`config.mk`:
```
export PLATFORM = sky130hd
export DESIGN_NAME = cfu_precision_mac
export DESIGN_NICKNAME = d
export VERILOG_FILES = /design/src/rtl/cfu_precision_mac.sv
export SDC_FILE = /design/constraint.sdc
export NUM_CORES = 2
export LEC_CHECK = 0
export ABC_CLOCK_PERIOD_IN_PS = 13600
export BUFFER_PORTS_ARGS = -buffer_cell sky130_fd_sc_hd__buf_2
export CORE_MARGIN = 2
export CORE_UTILIZATION = 30
export CTS_CLUSTER_SIZE = 28
export DETAILED_ROUTE_END_ITERATION = 10
export PLACE_DENSITY = 0.52
export SETUP_SLACK_MARGIN = 0.15
export SKIP_LAST_GASP = 1
export SYNTH_ARGS = -nofsm -noshare
export SYNTH_HDL_FRONTEND = slang
export SYNTH_SLANG_ARGS = --single-unit
```
`constraint.sdc`:
```
create_clock -name clk -period 13.6 [get_ports clk]
set_clock_uncertainty 0.15 [all_clocks]
set_input_delay 0.68 -clock clk [delete_from_list [all_inputs] [get_ports clk]]
set_output_delay 0.68 -clock clk [all_outputs]
set_load 0.01 [all_outputs]
```
`src/rtl/cfu_precision_mac.sv`:
```
`default_nettype none
// ============================================================================
//  Module      : cfu_precision_mac
//  Description : CFU-port SIMD dot-product MAC with runtime lane precision
//                (8/4/2-bit), NUM_ACC accumulators, input offset, and
//                clear/preload/readback. Products are registered at accept,
//                summed and accumulated in EXEC, returned in RESP.
//  Config      : define CFU_MAC_SATURATE_EN to clamp MAC results on signed
//                overflow instead of wrapping.
//  Revision    : 1.0 - initial release
// ============================================================================
module cfu_precision_mac #(
    parameter int NUM_ACC   = 4,
    parameter int ACC_W     = 32,   // must exceed the 22-bit dot-product width
    parameter int IN_OFFSET = 128
) (
    input  logic        clk,
    input  logic        reset,
    input  logic        cmd_valid,
    output logic        cmd_ready,
    input  logic [9:0]  cmd_payload_function_id,
    input  logic [31:0] cmd_payload_inputs_0,
    input  logic [31:0] cmd_payload_inputs_1,
    output logic        rsp_valid,
    input  logic        rsp_ready,
    output logic [31:0] rsp_payload_outputs_0
);

    localparam int c_LANES  = 16;   // widest lane count (2-bit mode)
    localparam int c_PROD_W = 18;   // holds (-384..382) x (-128..127)
    localparam int c_DOT_W  = 22;   // 16 products of c_PROD_W without overflow
    localparam int c_IDX_W  = (NUM_ACC > 1) ? $clog2(NUM_ACC) : 1;

    localparam logic [2:0] c_OP_MAC    = 3'd0;
    localparam logic [2:0] c_OP_CLEAR  = 3'd1;
    localparam logic [2:0] c_OP_READ   = 3'd2;
    localparam logic [2:0] c_OP_MODE   = 3'd3;
    localparam logic [2:0] c_OP_OFFSET = 3'd4;
    localparam logic [2:0] c_OP_WRITE  = 3'd5;

    localparam logic [1:0] c_MODE_8B = 2'd0;
    localparam logic [1:0] c_MODE_4B = 2'd1;
    localparam logic [1:0] c_MODE_2B = 2'd2;

    typedef enum logic [1:0] {
        S_IDLE = 2'd0,
        S_EXEC = 2'd1,
        S_RESP = 2'd2
    } state_t;

    state_t                 state_q, state_d;
    logic [1:0]             mode_q, mode_d;
    logic [8:0]             offset_q, offset_d;
    logic [ACC_W-1:0]       acc_q [NUM_ACC];
    logic [2:0]             op_q;
    logic [6:0]             idx_q;
    logic [31:0]            in0_q;
    logic [c_PROD_W-1:0]    prod_q [c_LANES];
    logic [c_PROD_W-1:0]    prod_d [c_LANES];
    logic [31:0]            rsp_q, rsp_d;

    logic [c_PROD_W-1:0]    w_a [c_LANES];
    logic [c_PROD_W-1:0]    w_b [c_LANES];
    logic                   w_accept;
    logic                   w_idx_ok;
    logic [ACC_W-1:0]       w_acc_sel;
    logic [c_DOT_W-1:0]     w_dot;
    logic [ACC_W-1:0]       w_dot_ext;
    logic [ACC_W-1:0]       w_mac_sum;
    logic [ACC_W-1:0]       w_mac_res;
    logic                   w_acc_we;
    logic [ACC_W-1:0]       w_acc_wdata;

    // Signed acc value to the 32-bit response (sign-extend or truncate).
    function automatic logic [31:0] f_to_rsp(input logic [ACC_W-1:0] v);
        return 32'($signed(v));
    endfunction

    // FSM next state and handshake outputs.
    always_comb begin
        state_d   = state_q;
        cmd_ready = 1'b0;
        rsp_valid = 1'b0;
        case (state_q)
            S_IDLE: begin
                cmd_ready = 1'b1;
                if (cmd_valid) state_d = S_EXEC;
            end
            S_EXEC: state_d = S_RESP;
            S_RESP: begin
                rsp_valid = 1'b1;
                if (rsp_ready) state_d = S_IDLE;
            end
            default: state_d = S_IDLE;
        endcase
    end

    assign w_accept              = cmd_valid & cmd_ready;
    assign rsp_payload_outputs_0 = rsp_q;

    // Stage 1: per-lane operands and products from the mode current at accept.
    always_comb begin
        for (int k = 0; k < c_LANES; k++) begin
            w_a[k] = '0;
            w_b[k] = '0;
            case (mode_q)
                c_MODE_8B: if (k < 4) begin
                    w_a[k] = c_PROD_W'($signed(cmd_payload_inputs_0[8*k +: 8]))
                           + c_PROD_W'($signed(offset_q));
                    w_b[k] = c_PROD_W'($signed(cmd_payload_inputs_1[8*k +: 8]));
                end
                c_MODE_4B: if (k < 8) begin
                    w_a[k] = c_PROD_W'(cmd_payload_inputs_0[4*k +: 4]);
                    w_b[k] = c_PROD_W'($signed(cmd_payload_inputs_1[4*k +: 4]));
                end
                c_MODE_2B: begin
                    w_a[k] = c_PROD_W'(cmd_payload_inputs_0[2*k +: 2]);
                    w_b[k] = c_PROD_W'($signed(cmd_payload_inputs_1[2*k +: 2]));
                end
                default: ;
            endcase
            // Low c_PROD_W bits of the product are exact: the true value fits.
            prod_d[k] = w_a[k] * w_b[k];
        end
    end

    // Stage 2: signed sum of registered lane products.
    always_comb begin
        w_dot = '0;
        for (int k = 0; k < c_LANES; k++) begin
            w_dot = w_dot + c_DOT_W'($signed(prod_q[k]));
        end
    end

    assign w_dot_ext = ACC_W'($signed(w_dot));
    assign w_idx_ok  = ({25'd0, idx_q} < NUM_ACC);
    assign w_acc_sel = w_idx_ok ? acc_q[idx_q[c_IDX_W-1:0]] : '0;
    assign w_mac_sum = w_acc_sel + w_dot_ext;

`ifdef CFU_MAC_SATURATE_EN
    logic w_ovf;
    // Overflow only when both addends share a sign the sum does not.
    assign w_ovf     = (w_acc_sel[ACC_W-1] == w_dot_ext[ACC_W-1]) &&
                       (w_mac_sum[ACC_W-1] != w_acc_sel[ACC_W-1]);
    assign w_mac_res = !w_ovf ? w_mac_sum :
                       w_acc_sel[ACC_W-1] ? {1'b1, {(ACC_W-1){1'b0}}}
                                          : {1'b0, {(ACC_W-1){1'b1}}};
`else
    assign w_mac_res = w_mac_sum;
`endif

    // EXEC-cycle opcode decode: state updates and response value.
    always_comb begin
        mode_d      = mode_q;
        offset_d    = offset_q;
        w_acc_we    = 1'b0;
        w_acc_wdata = w_mac_res;
        rsp_d       = '0;
        case (op_q)
            c_OP_MAC: if (w_idx_ok) begin
                w_acc_we    = 1'b1;
                w_acc_wdata = w_mac_res;
                rsp_d       = f_to_rsp(w_mac_res);
            end
            c_OP_CLEAR: if (w_idx_ok) begin
                w_acc_we    = 1'b1;
                w_acc_wdata = '0;
                rsp_d       = f_to_rsp(w_acc_sel);
            end
            c_OP_READ: rsp_d = f_to_rsp(w_acc_sel);
            c_OP_MODE: begin
                rsp_d = {30'd0, mode_q};
                if (in0_q[1:0] != 2'd3) mode_d = in0_q[1:0];
            end
            c_OP_OFFSET: begin
                rsp_d    = 32'($signed(offset_q));
                offset_d = in0_q[8:0];
            end
            c_OP_WRITE: if (w_idx_ok) begin
                w_acc_we    = 1'b1;
                w_acc_wdata = ACC_W'($signed(in0_q));
                rsp_d       = in0_q;
            end
            default: ;
        endcase
    end

    // FSM state register.
    always_ff @(posedge clk) begin
        if (reset) state_q <= S_IDLE;
        else       state_q <= state_d;
    end

    // Command capture at accept; architectural updates and response in EXEC.
    always_ff @(posedge clk) begin
        if (reset) begin
            mode_q   <= c_MODE_8B;
            offset_q <= 9'(IN_OFFSET);
            op_q     <= '0;
            idx_q    <= '0;
            in0_q    <= '0;
            rsp_q    <= '0;
            for (int i = 0; i < NUM_ACC; i++) acc_q[i] <= '0;
            for (int k = 0; k < c_LANES; k++) prod_q[k] <= '0;
        end else begin
            if (w_accept) begin
                op_q   <= cmd_payload_function_id[2:0];
                idx_q  <= cmd_payload_function_id[9:3];
                in0_q  <= cmd_payload_inputs_0;
                prod_q <= prod_d;
            end
            if (state_q == S_EXEC) begin
                rsp_q    <= rsp_d;
                mode_q   <= mode_d;
                offset_q <= offset_d;
                if (w_acc_we) acc_q[idx_q[c_IDX_W-1:0]] <= w_acc_wdata;
            end
        end
    end

endmodule
`default_nettype wire
```
==> run_results.csv <==
group,metric,value,unit
cts,post_cts_buffers,0,
route,wl_met3,7839,um
finish,multiInputGateArea,0.03237,mm2
route,top_layer_used,"met5",
sta,slew_violations,0,
finish,finalNonFillerCells,7120,
cts,ctsHoldBuffers,0,
floorplan,start_util,0.3028,
finish,layout_common_cells,"inv_1 (946), fa_1 (720), nand2_1 (556), nor2_1 (510), a21oi_1 (361)",
cts,cts_root_buffer,"clkbuf_16",
route,postRouteAntennaNets,0,
route,wl_met2,68940,um
cts,clkTransAtPathRegs,60,ps
worst_setup_path,crit_slowest_cell,"fa_1",
global_routing,grt_pass1_vias,35339,
synthesis,netlist_area,0.04610,mm2
cts,postCtsResizedCells,0,
sta,setup-tns-final,0,ps
finish,area_growth,9.452,%
cts,h-tree-depth,2,
worst_setup_path,crit_required,13780,ps
sta,finalHoldViolations,0,
placement,place_congestion,0.8961,
global_routing,track_usage,0.1846,
placement,placed_cells,7031,
floorplan,core,0.1523,mm2
worst_setup_path,crit_path_start_kind,"register",
sta,layout_min_cycle_time,9445,ps
cts,cts_sinks,412,
synthesis,synth_cell_types,69,
synthesis,synth_edf_count,128,
synthesis,synth-seq-area-share,0.2067,
synthesis,synthFlopType,"dfxtp_1",
finish,final_common_cell,"inv_1",
placement,numPortBuffers,111,
finish,fin_nets,6201,
global_routing,antenna_found_initial,30,
worst_setup_path,critical_path_class,"reg -> reg",
sta,rsz0062_at_grt,"no",
route,wl_met1,64620,um
worst_setup_path,critPathArrivalTime,9630,ps
synthesis,avgSynthCellArea,9.157,um2
global_routing,grt_pass1_wl,220000,um
worst_setup_path,crit_path_max_fanout,4,
cts,numCtsBuffers,46,
finish,drive_gt1_frac,0.06390,
synthesis,synthArstFlopShare,0,
floorplan,fp.dieH,396.0,um
finish,ff_latch_area,0.009530,mm2
floorplan,die_w,396.0,um
worst_setup_path,endpoint_kind,"register",
cts,cts_tree,"done",
route,wl_per_cell,20.35,um
worst_setup_path,crit_top_cell,"fa_1",
floorplan,ios,112,
synthesis,ys_seq_elements,412,
route,dr.pass1.iters,9,
sta,setup_viol,0,
route,drt-vias-per-instance,4.814,
synthesis,synthesis.nets,6187,
synthesis,syn_inst,5035,
outcome,status,"finished clean",
synthesis,yosysTopAreaCell,"fa_1",
finish,n_fill_cell,15824,
floorplan,design.die.area,0.1568,mm2
sta,worst_slew_pin_slew,1221,ps
floorplan,num_rows,143,
worst_setup_path,cpPeakStageDelay,580,ps
global_routing,grt_overflow_total,0,
flow_run,cap_violations,0,
cts,insertion_delay,620,ps
route,wl,144900,um
global_routing,grt_max_degree,114,
route,drt-initial-drc-count,2550,
synthesis,synth_warnings,0,
placement,hpwl,116800,um
sta,fmax,105.9,MHz
sta,min_period_over_period,0.6945,
min_path,holdCritPathClass,"in -> reg",
cts,cts_buffer_depth,3,
route,drc,0,
synthesis,synthTopCellsByArea,"fa_1 (31%), dfxtp_1 (12%), ha_1 (9.6%)",
synthesis,synth_top_area_share,0.3126,
sta,slew_headroom,0.1793,
route,num_vias,34273,
[path summary, 6_finish.rpt]
check,start,to,slack (ps),cells past startpoint
max,prod_q[110],acc_q[1][31],4150,33
max reg2reg,prod_q[110],acc_q[1][31],4150,33
min reg2reg,prod_q[246],prod_q[246],300,2
min,cmd_payload_function_id[2],op_q[2],160,3
[critical path, delay by kind of cell, from the launching register on]
family | cells | cell delay [ps]
compound gates | 15 | 3780
xor+xnor | 2 | 320
fa+ha+maj | 9 | 4050
buf+inv | 4 | 210
flops | 1 | 330
simple gates | 3 | 370
[layout make-up]
cell class	count	share of cell area
timing repair buffer	154	0.01760
multi-input combinational	3489	0.6415
sequential	412	0.1889
clock inverter	23	0.005058
clock buffer	62	0.02611
antenna	4	0.0001984
tap	2030	0.05033
inverter	946	0.07037
[metrics by stage]
| step | setup WS, ps | utilization | hold slack (ps) | area, um2 |
|---|---|---|---|---|
| detailed placement | 4206 | 0.3210 | 296.2 | 48880 |
| global placement | 4352 | 0.3210 | 291.0 | 48880 |
| finish | 4155 | 0.3314 | 164.3 | 50460 |
| CTS | 4210 | 0.3314 | 124.6 | 50450 |
| floorplan | 5187 | - | 281.9 | 46100 |
| global route | 3523 | 0.3314 | 154.9 | 50450 |
[layer usage]
metal / global-route usage / up-vias
met5: 0 / -
met1: 0.2505 / 17266
met2: 0.3127 / 871
met4: 0.03904 / 26
met3: 0.02515 / 168
li1: - / 15942
[cell families after synthesis]
kind of cell | synth area share
mux | 0.01696
flops | 0.2067
compound gates | 0.1027
buf+inv | 0.09233
simple gates | 0.1329
fa+ha+maj | 0.4087
xor+xnor | 0.03973
[cells in the mapped netlist (all sizes together) (45+ instances only)]
master and number:
a21o 63, a21oi 361, and3 57, clkbuf 173
dfxtp 284, edfxtp 128, fa 720, ha 354
inv 946, nand2 558, nand2b 52, nor2 512
nor3 45, o21ai 82, xnor2 160
[state kept, by name, summed over array words and instances, names as in the netlist, 3 cells and up, named ones only]
signal,cells
in0_q,32
rsp_payload_outputs_0,32
prod_q,195
idx_q,7
offset_q,9
op_q,3
acc_q,128
Power is not shown: default switching activity piles up to over one toggle a cycle in this logic, so the estimate is an artifact.
